[config.mk]
export PLATFORM = sky130hd
export DESIGN_NAME = lns_sb_db_pipe
export DESIGN_NICKNAME = d
export VERILOG_FILES = /design/src/rtl/lns_sb_db_pipe.sv
export SDC_FILE = /design/constraint.sdc
export NUM_CORES = 1
export LEC_CHECK = 0
export ABC_AREA = 0
export BUFFER_PORTS_ARGS = -buffer_cell sky130_fd_sc_hd__buf_2
export CORE_UTILIZATION = 45
export DETAILED_ROUTE_END_ITERATION = 6
export PLACE_DENSITY_LB_ADDON = 0.1
export SYNTH_ARGS = -nofsm -noshare
export SYNTH_HDL_FRONTEND = slang
export SYNTH_SLANG_ARGS = --single-unit
[constraint.sdc]
create_clock -name clk -period 3.8 [get_ports clk]
set_clock_uncertainty 0.1 [all_clocks]
set_input_delay 0 -clock clk [delete_from_list [all_inputs] [get_ports clk]]
set_output_delay 0 -clock clk [all_outputs]
set_load 0.01 [all_outputs]
[src/rtl/lns_sb_db_pipe.sv]
// Three-stage valid/ready Gaussian-log unit: s_b(z)=log2(1+2^z) or d_b(z)=log2|1-2^z|
// via a piecewise two-shift approximation, with a sideband tag carried per sample.
module lns_sb_db_pipe #(
  parameter int W     = 11,
  parameter int TAG_W = 4
) (
  input  logic                clk,
  input  logic                rst_n,
  input  logic                in_valid,
  output logic                in_ready,
  input  logic signed [W-1:0] in_z,
  input  logic                in_sub,
  input  logic [TAG_W-1:0]    in_tag,
  output logic                out_valid,
  input  logic                out_ready,
  output logic signed [W-1:0] out_data,
  output logic [TAG_W-1:0]    out_tag,
  output logic                out_sing,
  output logic                out_zerr
);

  typedef struct packed {
    logic [3:0]  w1;
    logic [3:0]  w2;
    logic [10:0] a;
  } seg_t;

  // Segment parameters indexed by mode and the index chosen in stage 1.
  function automatic seg_t seg_lut(input logic sub, input logic [2:0] idx);
    seg_t s;
    s = '{w1: 4'd12, w2: 4'd12, a: 11'd1024};
    if (!sub) begin
      case (idx)
        3'd0:    s = '{w1: 4'd12, w2: 4'd1,  a: 11'd257};
        3'd1:    s = '{w1: 4'd2,  w2: 4'd3,  a: 11'd330};
        3'd2:    s = '{w1: 4'd12, w2: 4'd2,  a: 11'd421};
        3'd3:    s = '{w1: 4'd3,  w2: 4'd5,  a: 11'd519};
        3'd4:    s = '{w1: 4'd4,  w2: 4'd6,  a: 11'd664};
        3'd5:    s = '{w1: 4'd6,  w2: 4'd8,  a: 11'd1000};
        default: ;
      endcase
    end else begin
      case (idx)
        3'd0:    s = '{w1: 4'd0,  w2: 4'd0,  a: 11'd192};
        3'd1:    s = '{w1: 4'd1,  w2: 4'd4,  a: 11'd350};
        3'd2:    s = '{w1: 4'd3,  w2: 4'd5,  a: 11'd589};
        3'd3:    s = '{w1: 4'd6,  w2: 4'd12, a: 11'd1024};
        default: ;
      endcase
    end
    return s;
  endfunction

  // Handshake: each stage advances when empty or when the stage below advances.
  logic v1_q, v2_q, v3_q;
  logic adv1, adv2, adv3;

  assign adv3     = !v3_q || out_ready;
  assign adv2     = !v2_q || adv3;
  assign adv1     = !v1_q || adv2;
  assign in_ready = adv1;

  // Stage 1: clamp and segment select.
  int                  zc;
  logic signed [W-1:0] z_clamp;
  logic                zerr_c, sing_c;
  logic [2:0]          seg_c;

  // NOTE: every always_comb output gets a default first so no path leaves it unassigned (no latch).
  always_comb begin
    zc     = int'(in_z);
    zerr_c = 1'b0;
    seg_c  = 3'd0;
    if (zc > 0) begin
      zc     = 0;
      zerr_c = 1'b1;
    end else if (zc < -1024) begin
      zc = -1024;
    end
    z_clamp = W'(zc);
    sing_c  = in_sub && (zc == 0);
    if (!in_sub) begin
      if      (zc > -47)  seg_c = 3'd0;
      else if (zc > -142) seg_c = 3'd1;
      else if (zc > -264) seg_c = 3'd2;
      else if (zc > -367) seg_c = 3'd3;
      else if (zc > -537) seg_c = 3'd4;
      else if (zc > -960) seg_c = 3'd5;
      else                seg_c = 3'd6;
    end else begin
      if      (zc > -128) seg_c = 3'd0;
      else if (zc > -256) seg_c = 3'd1;
      else if (zc > -512) seg_c = 3'd2;
      else if (zc > -960) seg_c = 3'd3;
      else                seg_c = 3'd4;
    end
  end

  logic signed [W-1:0] z1_q;
  logic [2:0]          seg1_q;
  logic                sub1_q, sing1_q, zerr1_q;
  logic [TAG_W-1:0]    tag1_q;

  // Stage 2: offset add in W+1 bits (a reaches 1024, beyond W-bit signed range at W=11).
  seg_t                seg2_c;
  logic signed [W:0]   t_d;

  always_comb begin
    seg2_c = seg_lut(sub1_q, seg1_q);
    t_d    = {z1_q[W-1], z1_q} + {{(W-10){1'b0}}, seg2_c.a};
  end

  logic signed [W:0]   t2_q;
  logic [3:0]          w1_2_q, w2_2_q;
  logic                sub2_q, sing2_q, zerr2_q;
  logic [TAG_W-1:0]    tag2_q;

  // Stage 3: two arithmetic shifts, optional negate, singularity override.
  logic signed [W:0]   r_c, neg_r_c;
  logic signed [W-1:0] res_d;

  always_comb begin
    r_c     = (t2_q >>> w1_2_q) + (t2_q >>> w2_2_q);
    neg_r_c = -r_c;
    if (sing2_q)     res_d = {1'b1, {(W-1){1'b0}}};
    else if (sub2_q) res_d = neg_r_c[W-1:0];
    else             res_d = r_c[W-1:0];
  end

  // NOTE: internal datapath registers carry no reset; only valid bits and visible outputs need one.
  always_ff @(posedge clk) begin
    if (adv1 && in_valid) begin
      z1_q    <= z_clamp;
      seg1_q  <= seg_c;
      sub1_q  <= in_sub;
      sing1_q <= sing_c;
      zerr1_q <= zerr_c;
      tag1_q  <= in_tag;
    end
    if (adv2 && v1_q) begin
      t2_q    <= t_d;
      w1_2_q  <= seg2_c.w1;
      w2_2_q  <= seg2_c.w2;
      sub2_q  <= sub1_q;
      sing2_q <= sing1_q;
      zerr2_q <= zerr1_q;
      tag2_q  <= tag1_q;
    end
  end

  logic signed [W-1:0] out_data_q;
  logic [TAG_W-1:0]    out_tag_q;
  logic                out_sing_q, out_zerr_q;

  // NOTE: sequential state uses non-blocking assignments so all stages update from pre-edge values.
  always_ff @(posedge clk or negedge rst_n) begin
    if (!rst_n) begin
      v1_q       <= 1'b0;
      v2_q       <= 1'b0;
      v3_q       <= 1'b0;
      out_data_q <= '0;
      out_tag_q  <= '0;
      out_sing_q <= 1'b0;
      out_zerr_q <= 1'b0;
    end else begin
      if (adv1) v1_q <= in_valid;
      if (adv2) v2_q <= v1_q;
      if (adv3) begin
        v3_q <= v2_q;
        if (v2_q) begin
          out_data_q <= res_d;
          out_tag_q  <= tag2_q;
          out_sing_q <= sing2_q;
          out_zerr_q <= zerr2_q;
        end
      end
    end
  end

  assign out_valid = v3_q;
  assign out_data  = out_data_q;
  assign out_tag   = out_tag_q;
  assign out_sing  = out_sing_q;
  assign out_zerr  = out_zerr_q;

endmodule
==> results of run 1 <==
-- sequential cells by signal, summed over array words and instances (netlist names), 3 cells and up --
name and flops:
z1_q 11, out_tag 4, t2_q 12, seg1_q 3
w1_2_q 4, out_data 11, w2_2_q 4, tag1_q 4
tag2_q 4
-- per-stage QoR --
| step | cell area (um^2) | utilization | instances |
|---|---|---|---|
| final | 6057 | 0.5789 | 724 |
| after CTS | 5833 | 0.5575 | 718 |
| after detailed placement | 5410 | 0.5171 | 681 |
| after global routing | 6057 | 0.5789 | 724 |
| after global placement | 5410 | 0.5171 | 681 |
| after floorplan | 4933 | - | 504 |
-- cells in the mapped netlist (all sizes together) (3+ instances only) --
master   instances
nor2            57
edfxtp          48
a21oi           39
nand2           36
o21ai           34
inv             23
ha              22
clkbuf          21
dfrtp           20
mux2            14
mux4            14
xor2            14
nand3           11
and2            10
mux2i           10
nor2b           10
xnor2           10
a211oi           9
nor3             9
o31ai            8
nand2b           7
a21o             6
nor4             6
or2              6
a31oi            5
buf              5
nand4            4
and3             3
nor3b            3
o2111ai          3
or3              3
-- layout by cell type, fill, tap and decap left out, types with 3 or more instances in the layout --
cell           netlist  layout
nor2_1              57      55
edfxtp_1            48      48
buf_2                1      38
a21oi_1             39      36
buf_4                0      36
nand2_1             36      35
o21ai_0             32      29
inv_1               23      23
dfrtp_1             20      20
ha_1                22      19
dlygate4sd3_1        0      18
mux2_2              14      14
mux4_2              14      14
nand3_1             11      10
and2_1              10      10
mux2i_1             10      10
xor2_1              14      10
xnor2_1             10      10
nor2b_1             10       9
nor3_1               9       9
clkbuf_8             0       9
a211oi_1             9       8
o31ai_1              8       8
nand2b_1             7       7
a21o_1               6       6
o21ai_1              2       5
or2_2                4       4
nand4_1              4       4
and3_1               3       3
nor4_1               3       3
nor3b_1              3       3
a21oi_2              0       3
a31oi_4              0       3
nor4_2               3       3
xor2_2               0       3
inv_6                0       3
-- logic make-up (layout without fill, tap and decap cells) --
family,count (synthesis),count (layout)
compound gates,130,130
simple gates,171,171
flops,68,68
fa+ha+maj,24,24
mux,38,38
buf+inv,49,133
xor+xnor,24,24
-- layout make-up --
| cell class | instances | area (um^2) | share of cell area |
|---|---|---|---|
| multi-input cells | 387 | 2989 | 0.4935 |
| clock inverters | 7 | 82.58 | 0.01363 |
| clock buffers | 9 | 123.9 | 0.02045 |
| inverters | 23 | 86.33 | 0.01425 |
| flip-flops and latches | 68 | 1942 | 0.3206 |
| repair buffers | 94 | 663.1 | 0.1095 |
| well taps | 136 | 170.2 | 0.02809 |
-- critical path, stage by stage, from the launching register on --
cell	delay, ns
edfxtp_1	0.52
mux4_2	0.51
mux4_2	0.48
ha_1	0.22
inv_1	0.08
fa_2	0.25
nor2b_4	0.06
o2111ai_2	0.27
nand3_2	0.16
xor2_4	0.26
o41ai_4	0.10
buf_4	0.17
o2111a_1	0.11
a221o_1	0.27
-- worst min path at each step --
| stage | start | endpoint |
|---|---|---|
| after floorplan | rst_n | out_data[0] |
| after detailed placement | rst_n | out_data[0] |
| after CTS | in_z[7] | z1_q[7] |
| after global routing | in_z[7] | z1_q[7] |
| final | in_z[7] | z1_q[7] |
| after global placement | rst_n | out_data[0] |
-- power by group through the flow --
| stage | registers, uW | logic (uW) | clock network (uW) |
|---|---|---|---|
| final | 1050 | 1790 | 611 |
| after floorplan | 1060 | 1020 | 0 |
| after global routing | 1070 | 1970 | 659 |
| after CTS | 1050 | 1540 | 634 |
| after detailed placement | 1080 | 1490 | 0 |
| after global placement | 1070 | 1470 | 0 |
-- layer usage --
metal  GRT usage  up-vias
li1            -     2034
met1      0.2592     1935
met2      0.3525       72
met3     0.02492       15
met4     0.08317        0
met5           0        -
-- repair_timing --
| item | 4_1_cts | 5_1_grt |
|---|---|---|
| gates resized for setup | 2 | 35 |
| pin swaps | 0 | 8 |
| hold buffers | 18 | 0 |
| setup endpoints to repair | 3 | 5 |
| endpoints found under the hold margin | 40 | 0 |
| buffers inserted | 3 | 7 |
==> reports/results.ini, run 1 <==
[pwr]
comb_power_share = 0.519
p_sw_frac = 0.3949
clockPowerShare = 0.177
switchingPower_uw = 1364
power.total_uw = 3454
power.density_mw_per_mm2 = 570.2
cellLeakagePower_uw = 0.002492
irDropWorstVdd_mv = 0.3547
power_frac_seq = 0.304
p_int_uw = 2090

[synth]
synth_compound_area_frac = 0.1731
synth_area_leader_cell = edfxtp_1
synth.area.mux_share = 0.1162
synth_area_leaders = edfxtp_1 29%, dfrtp_1 10%, mux4_2 6.4%
synth.distinct_cells = 61
netlist_area_mm2 = 0.004931
async_flop_share = 0.2941
synth-seq-area-share = 0.3938
netlist.area_leader.share = 0.2923
synth-simple-area-share = 0.1728
synth_top_family_by_area = compound AO/OA/AOI/OAI gates
syn-instance-count = 504
synth_edf_count = 48
synth_area_per_cell_um2 = 9.784
synthAdderAreaFrac = 0.06394
synthXorXnorAreaFrac = 0.04263
synth-seq-cells = 68
yosysWarnings = 0
synth_nets = 548
yosys_most_used_dff = edfxtp_1

[floorplanning]
io-pin-count = 39
start_util = 0.4713
core_mm2 = 0.01046
fp.dieH_um = 106.7
die_area_mm2 = 0.01138
die_x_um = 106.7
row_count = 37

[sta]
hold_violations = 0
rsz0062_at_grt = yes
timing.hold.ws_ns = 0.02473
maxSlewHeadroom = 0.2428
worst_slack_ns = 0.1298
finalMaxSlewViolations = 0
finalSetupViolations = 0
fmax_mhz = 272.5
fin_setup_tns_ns = 0
period_share = 0.9658
period_needed_ns = 3.670
tightestPinTransition_ns = 1.136

[setup_path]
cp.required_ns = 3.92
path_class = flip-flop to flip-flop
path_max_fanout = 8
start_kind = flip-flop
regToRegEndpoint = out_data[9]
critPathCaptureType = flip-flop
reg2reg_from = t2_q[5]
arrival_ns = 3.79
reg2reg_slack_ns = 0.13
crit_end = out_data[9]
r2r_cells = 13
crit_start = t2_q[5]

[cells_and_area]
layout.nets = 627
syn2layout_area_growth_pct = 22.84
fillCellCount = 927
antenna_cells = 0
drive_above_1_share = 0.2670

[drt]
drtIter0Drc = 209
met3WireLength_um = 248
drc = 0
m1WireLength_mm = 5.167
drt-wirelength-per-cell_um = 15.52
routed_wirelength_mm = 11.24
ant_nets = 0
top_layer = met4
wl_met2_mm = 5.630
vias = 4056
routed_via_density = 5.602
firstDrtPassIters = 7

[place]
gp_congestion = 0.8808
dp_slack_ns = -0.008245
io_buffers = 38
place_hpwl_mm = 8.319

[global_route]
track_usage = 0.2043
grt_pass1_wl_mm = 18.38
antenna_found_initial = 0
grt_max_degree = 28
grt_pass1_vias = 3946
overflow = 0

[clocking]
clockBufferDepth = 2
cts_root_buffer = clkbuf_8
cts_sinks = 68
cts_tree = done
htree_levels = 3
insertion_delay_ns = 0.34
clk_pin_slew_ns = 0.08
numCtsBuffers = 9

[job]
drv_cap = 0

[run_status]
status = finished, final reports clean

[min_path]
min_path_cells = 3
min_path_type = input port to flip-flop

No activity file was read; power rests on OpenSTA's default activity.
==> run 2, diff against run 1 <==
--- a/config.mk
+++ b/config.mk
@@ -7,7 +7,8 @@
 export LEC_CHECK = 0
 export ABC_AREA = 0
 export BUFFER_PORTS_ARGS = -buffer_cell sky130_fd_sc_hd__buf_2
-export CORE_UTILIZATION = 45
+export CORE_UTILIZATION = 40
+export CTS_BUF_LIST = sky130_fd_sc_hd__clkbuf_4 sky130_fd_sc_hd__clkbuf_8
 export DETAILED_ROUTE_END_ITERATION = 6
 export PLACE_DENSITY_LB_ADDON = 0.1
 export SYNTH_ARGS = -nofsm -noshare
==> run 2 against run 1 <==
Net effect:
- die area grew 12%
- combinational power shrank 3%
- clock power shrank 1%
- power shrank 1.3%
- utilization shrank 6.9 points
- sequential power is essentially flat
- wire length shrank 0.71%
- design area grew 1.0%
- sequential share of layout area shrank 0.33 points
- critical path depth grew 1
- critical endpoint unchanged
- largest power group unchanged
==> reports/results.ini, run 2 (synthesized netlist as in run 1, its figures left out) <==
[run_status]
status = finished, final reports clean

[setup_path]
path_class = flip-flop to flip-flop
critPathCaptureType = flip-flop
regToRegEndpoint = out_data[9]
path_max_fanout = 5  ; -3
arrival_ns = 3.81  ; +0.02 ns
start_kind = flip-flop
crit_start = w2_2_q[0]
r2r_cells = 14  ; +1
reg2reg_slack_ns = 0.13  ; about the same
reg2reg_from = w2_2_q[0]
cp.required_ns = 3.94  ; +0.02 ns

[clocking]
htree_levels = 3  ; unchanged
clockBufferDepth = 2  ; unchanged
insertion_delay_ns = 0.35  ; about the same
numCtsBuffers = 9  ; unchanged
cts_root_buffer = clkbuf_8
cts_tree = done
cts_sinks = 68  ; unchanged
clk_pin_slew_ns = 0.08  ; about the same

[cells_and_area]
largest_reg_flops = 12  ; unchanged
drive_above_1_share = 0.2770  ; +0.01002
final_area_mm2 = 0.006120  ; +1.0%
layout.nets = 631  ; +0.64%
largest_register = t2_q
most-common-layout-cells = 57 x nor2_1, 48 x edfxtp_1, 38 x buf_2, 37 x a21oi_1, 36 x buf_4
syn2layout_area_growth_pct = 24.11
antenna_cells = 0  ; unchanged
mostFrequentLayoutCell = nor2_1
fillCellCount = 1094  ; +18%

[sta]
maxSlewHeadroom = 0.4061  ; +0.1633
period_needed_ns = 3.670  ; +0.00009800 ns
worst_slack_ns = 0.1297  ; -0.00009800 ns
period_share = 0.9659  ; about the same
finalSetupViolations = 0  ; unchanged
finalMaxSlewViolations = 0  ; unchanged
tightestPinTransition_ns = 0.8908  ; -0.2449 ns
hold_violations = 0  ; unchanged
fmax_mhz = 272.5  ; about the same

[drt]
drtIter0Drc = 243  ; +16%
drt-wirelength-per-cell_um = 15.10  ; -2.7%
ant_nets = 0  ; unchanged
firstDrtPassIters = 4  ; -3
vias = 4067  ; +0.27%
routed_via_density = 5.503  ; -1.8%
routed_wirelength_mm = 11.16  ; -0.71%
drc = 0  ; unchanged

[global_route]
track_usage = 0.1800  ; -0.02430
antenna_found_initial = 0  ; unchanged
overflow = 0  ; unchanged
grt_max_degree = 26  ; -7.1%
grt_pass1_vias = 3823  ; -3.1%
grt_pass1_wl_mm = 18.17  ; -1.1%

[place]
gp_congestion = 0.8720  ; -1.0%
post_dp_cell_area_mm2 = 0.005444  ; +0.62%
dp_slack_ns = -0.0008900  ; +0.007355 ns
io_buffers = 38  ; unchanged
place_hpwl_mm = 8.353  ; +0.41%

[floorplanning]
core_mm2 = 0.01201  ; +15%
io-pin-count = 39  ; unchanged
die_area_mm2 = 0.01278  ; +12%
die_x_um = 113.0  ; +6.0%
row_count = 40  ; +8.1%
start_util = 0.4105  ; -0.06078
fp.dieH_um = 113.0  ; +6.0%

[min_path]
min_path_type = input port to flip-flop
min_path_cells = 3  ; unchanged
whs_endpoint = z1_q[9]
min-delay-start = in_z[9]

[pwr]
cellLeakagePower_uw = 0.002502  ; +0.39%
power.density_mw_per_mm2 = 557.0  ; -2.3%
irDropWorstVdd_mv = 0.2508  ; -29%

[job]
drv_cap = 0  ; unchanged

## run 2: cell type report
| cell class | count | area (um^2) | area share |
|---|---|---|---|
| multi-input combinational | 387 | 2987 | 0.4880 |
| sequential | 68 | 1942 | 0.3173 |
| timing repair buffer | 98 | 715.7 | 0.1169 |
| tap | 147 | 183.9 | 0.03006 |
| clock buffer | 9 | 123.9 | 0.02024 |
| inverter | 23 | 86.33 | 0.01411 |
| clock inverter | 7 | 81.33 | 0.01329 |
## run 2: power breakdown
group	internal (uW)	total, uW	switching [uW]
Combinational	823	1740	921
Sequential	945	1060	114
Clock	312	605	293
## run 2: worst max-delay path: stages, from the launching register on
cell	delay [ns]
edfxtp_1	0.49
buf_6	0.14
mux4_2	0.51
mux4_2	0.54
ha_4	0.19
inv_2	0.05
fa_2	0.20
nor2b_2	0.06
o2111ai_2	0.22
nand3_2	0.12
xor2_2	0.31
o41ai_2	0.11
buf_4	0.17
o2111a_1	0.11
a221o_1	0.25
## run 2: per-layer routing
| metal | track usage | vias to the layer above | part of all wire |
|---|---|---|---|
| met5 | 0 | - | 0 |
| met4 | 0.06579 | 0 | 0.020 |
| met3 | 0.02785 | 16 | 0.021 |
| met2 | 0.3129 | 70 | 0.50 |
| met1 | 0.2266 | 1937 | 0.45 |
| li1 | - | 2044 | - |
## run 2: worst max-delay path by stage
stage                   endpoint  slack, ns  cells after the start
global route         out_data[9]      -0.03                     14
floorplan            out_data[9]       0.09                     14
global placement    out_data[10]       0.02                     14
detailed placement   out_data[8]    -0.0009                     15
CTS                 out_data[10]      0.005                     15
finish               out_data[9]       0.13                     14
## run 2: what timing repair did
action | CTS | global route
hold endpoints to repair | 42 | 0
buffers inserted | 1 | 10
pin swaps | 0 | 15
gates cloned | 0 | 0
hold buffers | 19 | 0
resized for setup | 2 | 40
setup endpoints to repair | 2 | 6
## run 2: stage by stage
stage,power (uW),utilization,setup TNS (ns),instances,hold slack [ns]
2_1_floorplan,2077,-,0,504,-0.3956
3_3_place_gp,2556,0.4532,0,693,-0.1336
3_5_place_dp,2566,0.4532,-0.0008900,693,-0.1225
4_1_cts,3210,0.4868,0,729,0.00002728
5_1_grt,3656,0.5095,-0.07935,739,0.02526
6_report,3408,0.5095,0,739,0.02941
